**config.mk**
```make
export PLATFORM = sky130hd
export DESIGN_NAME = hazard_ctrl
export DESIGN_NICKNAME = d
export VERILOG_FILES = /design/src/rtl/hazard_ctrl.sv
export SDC_FILE = /design/constraint.sdc
export NUM_CORES = 1
export LEC_CHECK = 0
export BUFFER_PORTS_ARGS = -buffer_cell sky130_fd_sc_hd__buf_2
export CAP_MARGIN = 10
export CORE_AREA = 2 2 56 58
export DETAILED_ROUTE_END_ITERATION = 16
export DIE_AREA = 0 0 58 60
export PLACE_DENSITY_LB_ADDON = 0.15
export SETUP_SLACK_MARGIN = 0.15
export SYNTH_ARGS = -nofsm -noshare
export SYNTH_HDL_FRONTEND = slang
export SYNTH_SLANG_ARGS = --single-unit
```
**constraint.sdc**
```tcl
create_clock -name clk -period 3.3 [get_ports clk]
set_clock_uncertainty 0.05 [all_clocks]
set_input_delay 0.99 -clock clk [delete_from_list [all_inputs] [get_ports clk]]
set_output_delay 0.99 -clock clk [all_outputs]
set_load 0.01 [all_outputs]
```
**src/rtl/hazard_ctrl.sv**
```systemverilog
// ----------------------------------------------------------------------------
// hazard_ctrl
//   Pipeline hazard controller for the 16-bit core. Produces every front-end
//   stall and squash, plus the bubble select into the ID/EX register.
//
//   Hazards handled:
//     - load-use between EX (load) and ID (consumer)
//     - taken branch/jump redirect from EX, squashed for FLUSH_CYCLES cycles
//     - back-to-back stack push/pop, spaced by STACK_LAT bubbles
//
//   Ports:
//     clk, reset            clock (rising edge), async active-low reset
//     rs1_ID, rs2_ID        source registers of the ID instruction
//     Read_Enable_1/2_ID    the matching source register is really read
//     Stack_In/Out_Enable_ID  ID holds a push / pop
//     rd_EX, Write_Enable_EX, Mem_RD_EX  EX destination, writes, is a load
//     Redirect_EX           taken branch/jump resolved in EX this cycle
//     Stall_PC, Stall_IF_ID hold PC / IF-ID register (combinational)
//     Flush_IF_ID           clear IF/ID to NOP (combinational)
//     MUX_ID_PM             inject a NOP into ID/EX (combinational)
//     Hz_State              registered state: 0 IDLE, 1 FLUSH, 2 STACK_WAIT
//     Bubble_Count          registered saturating count of MUX_ID_PM cycles
//
//   Flow semantics: the ID instruction advances to EX in a cycle where none
//   of flush/stall is active ("issue"); Stall_* low acts as the ready of
//   the ID stage, and the ID instruction is the valid item that holds its
//   contents until accepted. A squash discards the ID instruction.
// ----------------------------------------------------------------------------
module hazard_ctrl #(
    parameter int REG_AW       = 4,
    parameter int FLUSH_CYCLES = 2,
    parameter int STACK_LAT    = 2,
    parameter int CNT_W        = 3
) (
    input  logic              clk,
    input  logic              reset,
    input  logic [REG_AW-1:0] rs1_ID,
    input  logic [REG_AW-1:0] rs2_ID,
    input  logic              Read_Enable_1_ID,
    input  logic              Read_Enable_2_ID,
    input  logic              Stack_In_Enable_ID,
    input  logic              Stack_Out_Enable_ID,
    input  logic [REG_AW-1:0] rd_EX,
    input  logic              Write_Enable_EX,
    input  logic              Mem_RD_EX,
    input  logic              Redirect_EX,
    output logic              Stall_PC,
    output logic              Stall_IF_ID,
    output logic              Flush_IF_ID,
    output logic              MUX_ID_PM,
    output logic [1:0]        Hz_State,
    output logic [15:0]       Bubble_Count
);

    typedef enum logic [1:0] {
        IDLE       = 2'd0,
        FLUSH      = 2'd1,
        STACK_WAIT = 2'd2
    } hz_state_t;

    // Remaining squash cycles after the redirect cycle itself.
    localparam logic [CNT_W-1:0] FL_RELOAD  = CNT_W'(FLUSH_CYCLES - 1);
    localparam logic [CNT_W-1:0] STK_RELOAD = CNT_W'(STACK_LAT);

    hz_state_t        state;
    logic [CNT_W-1:0] fl_cnt;
    logic [CNT_W-1:0] stk_cnt;
    logic [15:0]      bubble_cnt;

    logic lu;
    logic stk_op;
    logic sh;
    logic flush_act;
    logic stall_act;
    logic bubble;
    logic issue;

    always_comb begin
        lu = Mem_RD_EX & Write_Enable_EX & (rd_EX != '0) &
             ((Read_Enable_1_ID & (rs1_ID == rd_EX)) |
              (Read_Enable_2_ID & (rs2_ID == rd_EX)));
        stk_op    = Stack_In_Enable_ID | Stack_Out_Enable_ID;
        sh        = stk_op & (stk_cnt != '0);
        // Squash dominates: a redirect makes any stall in ID moot.
        flush_act = Redirect_EX | ((state == FLUSH) & (fl_cnt != '0));
        stall_act = ~flush_act & (lu | sh);
        bubble    = flush_act | stall_act;
        issue     = stk_op & ~bubble;
    end

    // Combinational outputs are gated by reset so they read 0 during reset
    // even while inputs such as Redirect_EX are active.
    assign Flush_IF_ID  = reset & flush_act;
    assign Stall_PC     = reset & stall_act;
    assign Stall_IF_ID  = reset & stall_act;
    assign MUX_ID_PM    = reset & bubble;
    assign Hz_State     = state;
    assign Bubble_Count = bubble_cnt;

    always_ff @(posedge clk or negedge reset) begin
        if (!reset) begin
            state      <= IDLE;
            fl_cnt     <= '0;
            stk_cnt    <= '0;
            bubble_cnt <= '0;
        end else begin
            // State and flush counter
            if (Redirect_EX) begin
                fl_cnt <= FL_RELOAD;
                state  <= (FL_RELOAD != '0) ? FLUSH : IDLE;
            end else if (flush_act) begin
                // Here state is FLUSH with a nonzero count.
                fl_cnt <= fl_cnt - CNT_W'(1);
                state  <= (fl_cnt != CNT_W'(1)) ? FLUSH : IDLE;
            end else begin
                state  <= sh ? STACK_WAIT : IDLE;
            end

            // Stack spacing counter keeps running through flushes: the stack
            // op already in flight is real. A squashed op never reloads it.
            if (issue) begin
                stk_cnt <= STK_RELOAD;
            end else if (stk_cnt != '0) begin
                stk_cnt <= stk_cnt - CNT_W'(1);
            end

            if (bubble && (bubble_cnt != 16'hFFFF)) begin
                bubble_cnt <= bubble_cnt + 16'd1;
            end
        end
    end

endmodule

```
# ---- Word-level counts from Yosys, hierarchy flattened
# Cells that the tools add are included.
dict set report word_totals {
  latch_bits 0
  register_bits 24
  inputBits 21
  elab_cells 45
  output_inout_bits 22
  mem_bits_rw 0
  memories 0
  mem_bits_ro 0
}
dict set report op_classes {
  div 0
  addsub 3
  multipliers 0
  n_eq_ne 5
  n_reduce_logical 6
  n_bitwise 19
  shifts 0
  order_cmp 0
  mux 8
}
# operator count
set ops {}
lappend ops {{$add A16 B1 Y16 const B} 1}
lappend ops {{$ne A16 B16 Y1 const B} 1}
lappend ops {{$and A1 B1 Y1} 12}
lappend ops {{$mux W3} 4}
lappend ops {{$eq A4 B4 Y1} 2}
lappend ops {{$mux W2} 3}
lappend ops {{$reduce_bool A3 Y1} 2}
lappend ops {{$sub A3 B1 Y3 const B} 2}
lappend ops {{$or A1 B1 Y1} 5}
lappend ops {{$reduce_bool A2 Y1} 2}
lappend ops {{$reduce_bool A4 Y1} 1}
lappend ops {{$ne A3 B1 Y1 const B} 1}
lappend ops {{$eq A2 B1 Y1 const B} 1}
lappend ops {{$not A1 Y1} 2}
lappend ops {{$logic_and A1 B1 Y1} 1}
lappend ops {{$mux W1} 1}

# ---- Longest topological paths before layout
# Gate-level depths: netlist of the first run.
dict set report logic_depth {
  word_depth 10
  depth_mapped 9
  mapped_depth_nobuf 8
}

# ---- Least setup slack after synthesis of the first run
# No wires, ideal clock.
dict set report synth_timing {
  path_type {in2out}
  start {in rd_EX[0]}
  end {out MUX_ID_PM}
  path_slack_ns 0.279
  required_ns 2.260
  n_path_buf 1
  arrival_time_ns 1.981
  stages 6
  cell_sequence {xor2_1 -> nor3_1 -> nand4_1 -> nand3_1 -> buf_2 -> and2_1}
}
dict set report synth_between {
  elab_chain_cells 8
  elab_cells_between_ends 12
  cone_classes {2 x eq/ne; 9 x bitwise; 1 x reduce/logical}
}
# item line_no
set synth_rtl {}
lappend synth_rtl {{start: declaration} 43} ;# input logic [REG_AW-1:0] rd_EX,
lappend synth_rtl {{$eq A4 B4 Y1, on equally long branches} {80, 81}}
lappend synth_rtl {{$and A1 B1 Y1, on equally long branches} {80, 81}}
lappend synth_rtl {{$or A1 B1 Y1} 80} ;# ((Read_Enable_1_ID & (rs1_ID == rd_EX)) |
lappend synth_rtl {{$and A1 B1 Y1 (*)} 79} ;# lu = Mem_RD_EX & Write_Enable_EX & (rd_EX != '0) &
lappend synth_rtl {{$or A1 B1 Y1 (*)} 86} ;# stall_act = ~flush_act & (lu | sh);
lappend synth_rtl {{$and A1 B1 Y1 (*)} 86}
lappend synth_rtl {{$or A1 B1 Y1 (*)} 87} ;# bubble = flush_act | stall_act;
lappend synth_rtl {{$and A1 B1 Y1 (*)} 96} ;# assign MUX_ID_PM = reset & bubble;
lappend synth_rtl {{end: declaration} 50} ;# output logic MUX_ID_PM,
# Every way passes the cells marked *; elsewhere a longest branch is shown, timed or not.

# ---- Worst setup path after layout of the first run
dict set report layout_timing {
  start {in rd_EX[3]}
  end {out Stall_PC}
}
dict set report layout_between {
  elab_chain_cells 7
  elab_cells_between_ends 11
  cone_classes {2 x eq/ne; 8 x bitwise; 1 x reduce/logical}
}
# item line_no
set layout_rtl {}
lappend layout_rtl {{$eq A4 B4 Y1, on equally long branches} {80, 81}}
lappend layout_rtl {{$and A1 B1 Y1, on equally long branches} {80, 81}}
lappend layout_rtl {{$or A1 B1 Y1} 80}
lappend layout_rtl {{$and A1 B1 Y1 (*)} 79}
lappend layout_rtl {{$or A1 B1 Y1 (*)} 86}
lappend layout_rtl {{$and A1 B1 Y1 (*)} 86}
lappend layout_rtl {{$and A1 B1 Y1 (*)} 94} ;# assign Stall_PC = reset & stall_act;
lappend layout_rtl {{end: declaration} 47} ;# output logic Stall_PC,
# Marks and branches as above.

==> key figures, run 1 <==
GRT
  – Initial antenna violation count: 0
  – All-Layer GR Usage: 18.28%
  – Global-route wire length before repair: 4905 um
  – Number of global-route vias before repair: 1,147
  – Grt ovf: 0
  – Largest net degree at the start of global routing: 24

Detailed routing
  – TritonRoute pass-1 iters: 4
  – Via density: 5.259
  – Routed Wire Length: 2904 um
  – DRC: 0
  – First DRT Iteration DRCs: 10
  – Vias: 1,136
  – DR WL/cell: 13.44 um
  – Detail Route Antenna Nets: 0

Layout
  – Layout fillers: 258
  – Area growth, synth to finish: 26.35%
  – Layout cell share with drive strength beyond 1: 33.88%
  – Area of the multi-input gates: 783.3 um^2
  – Final std cells w/o fill: 216
  – FF+latch area: 600.6 um^2
  – # diodes: 0
  – Most frequent cells in the layout: buf_2, dfrtp_1, xnor2_1, nand2_1, xor2_1
  – Most common cell after layout, fill and taps aside: buf_2
  – Final net count: 211

Yosys
  – Flops & latches, synth: 24
  – Post-synthesis cell area: 1391 um^2
  – Sequential share of the synthesized area: 43.17%
  – Post-Syn Area per Cell: 10.23 um^2
  – Synthesized instance count: 136
  – Synth warn: 0
  – Post-Syn Nets: 163
  – Post-synth cell types: 38

Floorplanning
  – Starting Density: 47.93%
  – Core box area: 2903 um^2
  – Rows: 20
  – Die area: 3480 um^2
  – Die X: 58 um
  – Die Height: 60 um
  – I/O Pins: 43

Critical path
  – Critical Path AT: 2.11 ns
  – Req. time, crit path: 2.26 ns
  – CP Cell Sequence: buf_6 -> xor2_1 -> nor3_1 -> nand4_1 -> o211ai_1 -> and3_1 -> buf_2
  – R2R depth: 9
  – Startpoint Class: input pin
  – Setup crit end kind: output port
  – Crit path max fanout: 3
  – WS Path Type: input pin to output port
  – Slowest library cell on the worst path: nor3_1
  – Slowest stage delay, CP: 0.23 ns

STA
  – Fmax: 317.7 MHz
  – Setup TNS: 0 ns
  – Slew Limit Fails: 0
  – Final Hold Viols: 0
  – RSZ-0062 raised after global routing: true
  – Setup violations, final: 0
  – Slew at the pin closest to its max-slew limit: 0.3624 ns
  – Final Worst Setup Slack: 0.1528 ns
  – Worst slew margin: 75.66%
  – Hold WS: 0.4054 ns
  – Minimum clock period: 3.147 ns
  – Fin crit share: 95.37%

Power and ir drop
  – Design Power: 1.168 mW
  – Switch share: 36.11%
  – Leakage: 0.8657 nW
  – P per Cell Area: 664.4 nW/um^2
  – Cell internal pwr: 0.7462 mW
  – Comb pwr share: 42.0%
  – Clock Power Share: 18.0%
  – Peak supply drop: 0.6514 mV
  – Reg power frac: 40.0%
  – Psw: 0.4218 mW

Clock network
  – CTS tree: built
  – Clock Tree Root: clkbuf_4
  – Clk slew on worst S/H paths: 0.13 ns
  – H-tree levels: 1
  – CTS Buffer Depth: 2
  – Clock Latency Late Sink: 0.31 ns
  – Clock sink total: 24
  – TritonCTS Buffers: 3

Placed design
  – IO buf count: 42
  – Final Wtd Congestion: 0.7782
  – Post-DP HPWL: 2166 um
  – Inst Count DP: 211
  – Worst slack, placed: 0.1528 ns

Outcome
  – Status: completed

Worst hold path
  – Worst Hold Class: input pin to async pin

Flow run
  – Max Cap Viol: 0
[cell usage after synthesis, drive strengths merged]
master,count,area share (%)
xnor2,15,9.4
nor4b,1,0.63
nor2b,2,0.90
nor3b,3,2.0
ha,6,5.4
or3,1,0.45
nand2,11,3.0
nor3,8,3.7
and2,5,2.5
and4,1,0.81
nor4,1,0.45
a31oi,1,0.45
a21o,1,0.54
dfrtp,24,43
nand4,5,3.3
buf,2,0.90
and4b,1,0.72
nor2,9,2.4
and4bb,1,0.90
and3,4,1.9
nand2b,3,1.3
or2,1,0.45
a21oi,1,0.36
a211oi,1,0.54
inv,5,1.3
o211ai,2,1.1
mux2i,1,0.72
nand3,9,3.2
mux2,1,1.1
xor2,10,6.3
[worst max-delay path: cells and delay by family]
family / cells / cell delay (ns)
and+or+nand+nor: 3 / 0.58
buffers and inverters: 2 / 0.24
AOI/OAI and AO/OA: 1 / 0.14
xor gates and xnor gates: 1 / 0.15
[power by group through the flow]
| stage | clock network, mW | logic, mW | registers [mW] |
|---|---|---|---|
| 5_1_grt | 0.226 | 0.548 | 0.478 |
| 3_5_place_dp | 0 | 0.477 | 0.469 |
| 4_1_cts | 0.218 | 0.486 | 0.464 |
| 2_1_floorplan | 0 | 0.300 | 0.482 |
| 6_report | 0.210 | 0.491 | 0.467 |
| 3_3_place_gp | 0 | 0.453 | 0.465 |
[layer usage]
layer / track usage [%] / share of wire [%]
met5: 0 / 0
met4: 4.983 / 1.5
met3: 1.948 / 2.9
met2: 36.69 / 54
met1: 20.17 / 42
[repair_timing]
action / in CTS / in global routing
buffers inserted: 0 / 1
resized for setup: 0 / 13
setup endpoints to repair: 0 / 4
hold buffers: 0 / 0
[path summary, 6_finish.rpt]
kind	slack (ns)	from	to
max in group asynchronous	2.31	reset	Bubble_Count[0]
min reg2reg	0.45	stk_cnt[2]	stk_cnt[2]
min	0.41	reset	Hz_State[1]
min in group clk	0.45	stk_cnt[2]	stk_cnt[2]
max	0.15	rd_EX[3]	Stall_PC
max reg2reg	1.05	fl_cnt[0]	Bubble_Count[1]
[per-stage QoR]
stage | instance area [um^2] | util (%)
floorplan | 1391 | -
global placement | 1645 | 56.68
detailed placement | 1645 | 56.68
CTS | 1698 | 58.49
global route | 1758 | 60.56
finish | 1758 | 60.56
[cell families (layout without fill, tap and decap cells)]
| family | Yosys count | count (layout) | synth area share (%) |
|---|---|---|---|
| mux | 2 | 2 | 1.798 |
| buf+inv | 7 | 54 | 2.247 |
| flops | 24 | 24 | 43.17 |
| xor+xnor | 25 | 25 | 15.74 |
| compound gates | 6 | 6 | 2.968 |
| fa+ha+maj | 6 | 6 | 5.396 |
| simple gates | 66 | 66 | 28.69 |
[registers in the layout (all words and copies together) (netlist names)]
name,cells
Hz_State,2
Bubble_Count,16
stk_cnt,3
fl_cnt,3
[cell type report]
class,instances,area share [%]
clock buffers,3,1.281
clock inverters,1,1.708
inverters,5,1.068
multi-input cells,105,44.56
flip-flops and latches,24,34.16
well taps,33,2.349
repair buffers,45,14.88
Note: power is estimated with default switching activity, not from simulation.
==> run 2, diff against run 1 <==
--- a/config.mk
+++ b/config.mk
@@ -10,7 +10,7 @@
 export CORE_AREA = 2 2 56 58
 export DETAILED_ROUTE_END_ITERATION = 16
 export DIE_AREA = 0 0 58 60
-export PLACE_DENSITY_LB_ADDON = 0.15
+export PLACE_DENSITY = 0.76
 export SETUP_SLACK_MARGIN = 0.15
 export SYNTH_ARGS = -nofsm -noshare
 export SYNTH_HDL_FRONTEND = slang
==> constraint.sdc (replaced) <==
create_clock -name clk -period 3.3 [get_ports clk]
set_clock_uncertainty 0.05 [all_clocks]
set_input_delay 0.33 -clock clk [delete_from_list [all_inputs] [get_ports clk]]
set_output_delay 0.33 -clock clk [all_outputs]
set_load 0.01 [all_outputs]
==> run 2 against run 1 <==
Sequential share of layout area rose by 1.7 points. First-iteration DRC count rose by 60%. Sequential power barely moved. Die area did not move. Register-to-register slack got worse by 0.19 ns. Non-clock buffer count fell by 2. Worst hold slack got worse by 0.21 ns.
==> key figures, run 2 (synthesized netlist as in run 1, its figures left out) <==
Clock network
  – Post-CTS resize count: 0 (unchanged)
  – Clock Tree Root: clkbuf_4 (unchanged)
  – H-tree levels: 1 (unchanged)
  – CTS Buffer Depth: 2 (unchanged)
  – Clock sink total: 24 (unchanged)
  – TritonCTS Buffers: 3 (unchanged)
  – Clock Latency Late Sink: 0.31 ns (about the same)
  – Post-CTS Setup Inserts: 0 (unchanged)
  – CTS tree: built (unchanged)
  – Clk slew on worst S/H paths: 0.12 ns (was 0.13 ns)

Layout
  – Most frequent cells in the layout: buf_2, dfrtp_1, xnor2_1, nand2_1, xor2_1 (unchanged)
  – Most common cell after layout, fill and taps aside: buf_2 (unchanged)
  – Post-route cell area: 1677 um^2 (was 1758 um^2)
  – # diodes: 0 (unchanged)
  – Final net count: 209 (was 211)
  – Max reg flops: 16 (unchanged)
  – Final std cells w/o fill: 214 (was 216)
  – Layout cell share with drive strength beyond 1: 31.49% (was 33.88%)
  – Layout fillers: 254 (was 258)
  – Area growth, synth to finish: 20.50% (was 26.35%)

Placed design
  – Cell Area, Placed: 1630 um^2 (was 1645 um^2)
  – Inst Count DP: 209 (was 211)
  – IO buf count: 42 (unchanged)
  – Post-DP HPWL: 2088 um (was 2166 um)
  – Final Wtd Congestion: 0.7711 (was 0.7782)

Worst hold path
  – WHS Path Cells: 2
  – Worst Hold Class: input pin to flip-flop (was input pin to async pin)

STA
  – Worst slew margin: 61.12% (was 75.66%)
  – Fmax: 354.8 MHz (was 317.7 MHz)
  – Final Hold Viols: 0 (unchanged)
  – Slew at the pin closest to its max-slew limit: 0.5832 ns (was 0.3624 ns)
  – Fin crit share: 85.40% (was 95.37%)
  – Slew Limit Fails: 0 (unchanged)
  – Setup TNS: 0 ns (unchanged)
  – Minimum clock period: 2.818 ns (was 3.147 ns)
  – RSZ-0062 raised after global routing: false (was true)
  – Setup violations, final: 0 (unchanged)

Floorplanning
  – Core box area: 2903 um^2 (unchanged)
  – Starting Density: 47.93% (unchanged)
  – Rows: 20 (unchanged)
  – Die Height: 60 um (unchanged)
  – Die area: 3480 um^2 (unchanged)
  – Die X: 58 um (unchanged)
  – I/O Pins: 43 (unchanged)

Critical path
  – Startpoint Class: flip-flop (was input pin)
  – CP top delay family: simple AND/OR/NAND/NOR gates (unchanged)
  – Setup slack, reg-to-reg: 0.86 ns (was 1.05 ns)
  – Worst R2R End: Bubble_Count[1] (unchanged)
  – Reg-to-Reg Start: fl_cnt[0] (unchanged)
  – CP Capture Point: MUX_ID_PM (was Stall_PC)
  – CP Launch Point: stk_cnt[0] (was rd_EX[3])
  – Slowest library cell on the worst path: dfrtp_1 (was nor3_1)
  – Setup crit end kind: output port (unchanged)
  – R2R depth: 8 (was 9)
  – CP Cell Sequence: inv_1 -> ha_1 -> nor2b_1 -> nor2_1 -> nor3_1 -> nand3_1 -> and2_1 -> buf_2 (was buf_6 -> xor2_1 -> nor3_1 -> nand4_1 -> o211ai_1 -> and3_1 -> buf_2)
  – WS Path Type: flip-flop to output port (was input pin to output port)
  – Crit path max fanout: 16 (was 3)
  – CP Depth: 8 (was 7)
  – Req. time, crit path: 2.92 ns (was 2.26 ns)
  – Buf/Inv on CP: 2 (unchanged)
  – Slowest stage delay, CP: 0.41 ns (was 0.23 ns)
  – Critical Path AT: 2.44 ns (was 2.11 ns)

GRT
  – Grt ovf: 0 (unchanged)
  – Number of global-route vias before repair: 1,027 (was 1,147)
  – Global-route wire length before repair: 4443 um (was 4905 um)
  – All-Layer GR Usage: 16.43% (was 18.28%)
  – Largest net degree at the start of global routing: 28 (was 24)
  – Initial antenna violation count: 0 (unchanged)

Detailed routing
  – Routed Wire Length: 2660 um (was 2904 um)
  – DRC: 0 (unchanged)
  – DR WL/cell: 12.43 um (was 13.44 um)
  – Vias: 1,094 (was 1,136)
  – TritonRoute pass-1 iters: 4 (unchanged)
  – Detail Route Antenna Nets: 0 (unchanged)
  – First DRT Iteration DRCs: 16 (was 10)
  – Via density: 5.112 (was 5.259)

Flow run
  – Max Cap Viol: 0 (unchanged)

Power and ir drop
  – P per Cell Area: 640.5 nW/um^2 (was 664.4 nW/um^2)
  – Peak supply drop: 0.4092 mV (was 0.6514 mV)
  – Leakage: 0.8354 nW (was 0.8657 nW)

Outcome
  – Status: completed (unchanged)
run 2: changes by cell type in the layout (fill, tap and decap cells not counted):
cell and delta:
buf_4 -3, nor3b_2 +1, nor4_1 +1, buf_2 +4, buf_6 -3, clkbuf_8 +1, dlygate4sd3_1 +1, buf_8 -1
nor2b_2 -1, bufinv_16 -1, nor2b_1 +1, nor3b_4 -1, nor4_4 -1
run 2: power by group:
group / switching, mW / internal [mW] / leakage, nW
sequential: 0.0821 / 0.381 / 0.305
combinational: 0.233 / 0.223 / 0.509
clock: 0.0863 / 0.0674 / 0.0210
total: 0.402 / 0.672 / 0.835
run 2: per-stage QoR:
| stage | hold WS (ns) | power, mW | setup WS [ns] | util [%] |
|---|---|---|---|---|
| final | 0.1935 | 1.074 | 0.4818 | 57.76 |
| after global placement | 0.3001 | 0.9018 | 0.9316 | 56.16 |
| after floorplan | -0.01559 | 0.7821 | 1.210 | - |
| after global routing | 0.1894 | 1.161 | 0.2631 | 57.76 |
| after CTS | 0.1872 | 1.085 | 0.4883 | 57.76 |
| after detailed placement | 0.3050 | 0.9300 | 0.8557 | 56.16 |
run 2: area by class of cell:
class	count	area [um^2]	share of cell area, %
clock buffers	4	36.28	2.164
repair buffers	43	220.2	13.13
inverters	5	18.77	1.119
well taps	33	41.29	2.463
flip-flops and latches	24	600.6	35.82
multi-input cells	105	759.5	45.30
run 2: worst min path at each step:
stage | from | endpoint | slack (ns)
floorplan | reset | Bubble_Count[0] | -0.02
global route | Redirect_EX | fl_cnt[1] | 0.19
global placement | reset | fl_cnt[0] | 0.30
CTS | Redirect_EX | fl_cnt[2] | 0.19
detailed placement | reset | fl_cnt[0] | 0.31
finish | Redirect_EX | fl_cnt[2] | 0.19
run 2: worst register-to-register path, stage by stage, from the launching register on:
cell     delay [ns]
dfrtp_1        0.41
inv_1          0.08
ha_1           0.18
nor2b_1        0.13
nor3b_2        0.43
nor3_1         0.11
nand3_1        0.39
and2_4         0.27
mux2_4         0.29
run 2: layer usage:
metal | vias to the layer above | part of all wire, % | track usage [%]
met3 | 4 | 3.0 | 3.030
met4 | 0 | 1.1 | 4.983
met1 | 521 | 45 | 20.11
met5 | - | 0 | 0
met2 | 12 | 51 | 29.38
li1 | 557 | - | -
run 2: repair_timing:
action                                  in CTS  in global routing
hold endpoints to repair                    24                  0
hold buffers                                 1                  0
endpoints found under the setup margin       0                  0
==> run 3, diff against run 2 <==
--- a/config.mk
+++ b/config.mk
@@ -10,7 +10,7 @@
 export CORE_AREA = 2 2 56 58
 export DETAILED_ROUTE_END_ITERATION = 16
 export DIE_AREA = 0 0 58 60
-export PLACE_DENSITY = 0.76
+export PLACE_DENSITY_LB_ADDON = 0.25
 export SETUP_SLACK_MARGIN = 0.15
 export SYNTH_ARGS = -nofsm -noshare
 export SYNTH_HDL_FRONTEND = slang
==> run 3 against run 2 <==
Sequential power about the same. Sequential cell count unchanged. Register-to-register slack better by 0.14 ns. Combinational power about the same. Critical path depth unchanged. Largest cell class unchanged.
==> key figures, run 3 (synthesized netlist as in run 1, its figures left out) <==
Clock network
  – Clock Latency Late Sink: 0.32 ns (was 0.31 ns)
  – Clk slew on worst S/H paths: 0.14 ns (was 0.12 ns)
  – CTS tree: built (unchanged)
  – TritonCTS Buffers: 3 (unchanged)
  – Clock sink total: 24 (unchanged)
  – Clock Tree Root: clkbuf_4 (unchanged)
  – CTS Buffer Depth: 2 (unchanged)
  – Post-CTS Setup Inserts: 0 (unchanged)
  – H-tree levels: 1 (unchanged)

Worst hold path
  – Worst Hold Class: input pin to flip-flop (unchanged)
  – Worst hold path startpoint: Redirect_EX (unchanged)

STA
  – Fin crit share: 81.26% (was 85.40%)
  – Final Worst Setup Slack: 0.6183 ns (was 0.4818 ns)
  – Setup violations, final: 0 (unchanged)
  – Slew at the pin closest to its max-slew limit: 0.5668 ns (was 0.5832 ns)
  – Setup TNS: 0 ns (unchanged)
  – Slew Limit Fails: 0 (unchanged)
  – Final Hold Viols: 0 (unchanged)
  – Worst slew margin: 62.21% (was 61.12%)
  – Fmax: 372.9 MHz (was 354.8 MHz)
  – RSZ-0062 raised after global routing: false (unchanged)
  – Minimum clock period: 2.682 ns (was 2.818 ns)

Floorplanning
  – I/O Pins: 43 (unchanged)
  – Starting Density: 47.93% (unchanged)
  – Die area: 3480 um^2 (unchanged)
  – Core box area: 2903 um^2 (unchanged)
  – Rows: 20 (unchanged)
  – Die X: 58 um (unchanged)
  – Die Height: 60 um (unchanged)

Outcome
  – Status: completed (unchanged)

GRT
  – All-Layer GR Usage: 17.70% (was 16.43%)
  – Largest net degree at the start of global routing: 28 (unchanged)
  – Global-route wire length before repair: 4740 um (was 4443 um)
  – Initial antenna violation count: 0 (unchanged)
  – Grt ovf: 0 (unchanged)
  – Number of global-route vias before repair: 1,097 (was 1,027)

Detailed routing
  – Routed Wire Length: 2727 um (was 2660 um)
  – Vias: 1,133 (was 1,094)
  – DRC: 0 (unchanged)
  – Detail Route Antenna Nets: 0 (unchanged)
  – DR WL/cell: 12.74 um (was 12.43 um)
  – First DRT Iteration DRCs: 39 (was 16)
  – Via density: 5.294 (was 5.112)
  – TritonRoute pass-1 iters: 4 (unchanged)

Critical path
  – CP Cell Sequence: inv_1 -> ha_1 -> nor2b_1 -> nor2_1 -> nor3_1 -> nand3_2 -> and2_1 -> buf_2 (was inv_1 -> ha_1 -> nor2b_1 -> nor2_1 -> nor3_1 -> nand3_1 -> and2_1 -> buf_2)
  – Slowest stage delay, CP: 0.41 ns (about the same)
  – Startpoint Class: flip-flop (unchanged)
  – Reg-to-Reg Start: fl_cnt[0] (unchanged)
  – Slowest library cell on the worst path: dfrtp_1 (unchanged)
  – CP top delay family: simple AND/OR/NAND/NOR gates (unchanged)
  – Setup crit end kind: output port (unchanged)
  – CP Launch Point: stk_cnt[0] (unchanged)
  – WS Path Type: flip-flop to output port (unchanged)
  – Critical Path AT: 2.30 ns (was 2.44 ns)
  – Req. time, crit path: 2.92 ns (about the same)
  – Buf/Inv on CP: 2 (unchanged)
  – Crit path max fanout: 16 (unchanged)

Power and ir drop
  – Peak supply drop: 0.4386 mV (was 0.4092 mV)
  – P per Cell Area: 642.0 nW/um^2 (was 640.5 nW/um^2)
  – Leakage: 0.8363 nW (was 0.8354 nW)

Placed design
  – Worst slack, placed: 0.7681 ns (was 0.8557 ns)
  – Final Wtd Congestion: 0.8106 (was 0.7711)
  – IO buf count: 42 (unchanged)
  – Post-DP HPWL: 2073 um (was 2088 um)

Flow run
  – Max Cap Viol: 0 (unchanged)

Layout
  – Area of the multi-input gates: 764.5 um^2 (was 759.5 um^2)
  – Layout cell share with drive strength beyond 1: 32.04% (was 31.49%)
  – FF+latch area: 600.6 um^2 (unchanged)
  – Most frequent cells in the layout: buf_2, dfrtp_1, xnor2_1, nand2_1, xor2_1 (unchanged)
  – Most common cell after layout, fill and taps aside: buf_2 (unchanged)
  – Layout fillers: 271 (was 254)
  – Final net count: 209 (unchanged)
  – # diodes: 0 (unchanged)
  – Max reg flops: 16 (unchanged)
  – Area growth, synth to finish: 20.86% (was 20.50%)
==> run 3: changes by cell type in the layout (fill, tap and decap cells not counted) <==
cell,change
nand3_1,-1
nand3_2,+1
==> run 3: repair_timing <==
action	CTS	global route
hold buffers	1	0
hold endpoints to repair	24	0
resized for setup	0	1
setup endpoints to repair	0	1
==> run 3: cell type report <==
type / count / share of cell area (%)
Clock buffer: 4 / 2.158
Inverter: 5 / 1.116
Multi-Input combinational cell: 105 / 45.46
Sequential cell: 24 / 35.71
Tap cell: 33 / 2.455
Timing Repair Buffer: 43 / 13.10
==> run 3: power breakdown <==
group	switching, mW	internal [mW]
Combinational	0.231	0.224
Sequential	0.0843	0.381
Clock	0.0912	0.0675
Total	0.406	0.673
==> run 3: through the flow <==
stage / area, um^2 / instances / total power, mW / utilization (%) / hold WS [ns]
after detailed placement: 1630 / 209 / 0.9288 / 56.16 / 0.3146
final: 1682 / 214 / 1.080 / 57.93 / 0.1811
after global placement: 1630 / 209 / 0.9081 / 56.16 / 0.2958
after floorplan: 1391 / 136 / 0.7821 / - / -0.01559
after CTS: 1677 / 214 / 1.094 / 57.76 / 0.1743
after global routing: 1682 / 214 / 1.171 / 57.93 / 0.1681
==> run 3: final timing paths <==
kind / endpoint / slack (ns) / depth (start not counted)
max: MUX_ID_PM / 0.62 / 8
min: fl_cnt[2] / 0.18 / 2
max reg2reg: Bubble_Count[1] / 1.00 / 8
min reg2reg: stk_cnt[2] / 0.45 / 1
max in group asynchronous: Bubble_Count[3] / 2.35 / 2
min in group asynchronous: fl_cnt[0] / 0.47 / 2
==> run 3: routing by layer <==
metal | track usage (%) | vias up | routed length, um
li1 | - | 561 | -
met1 | 20.70 | 547 | 1215
met2 | 31.17 | 20 | 1375
met3 | 2.814 | 5 | 86
met4 | 9.302 | 0 | 48
met5 | 0 | - | 0
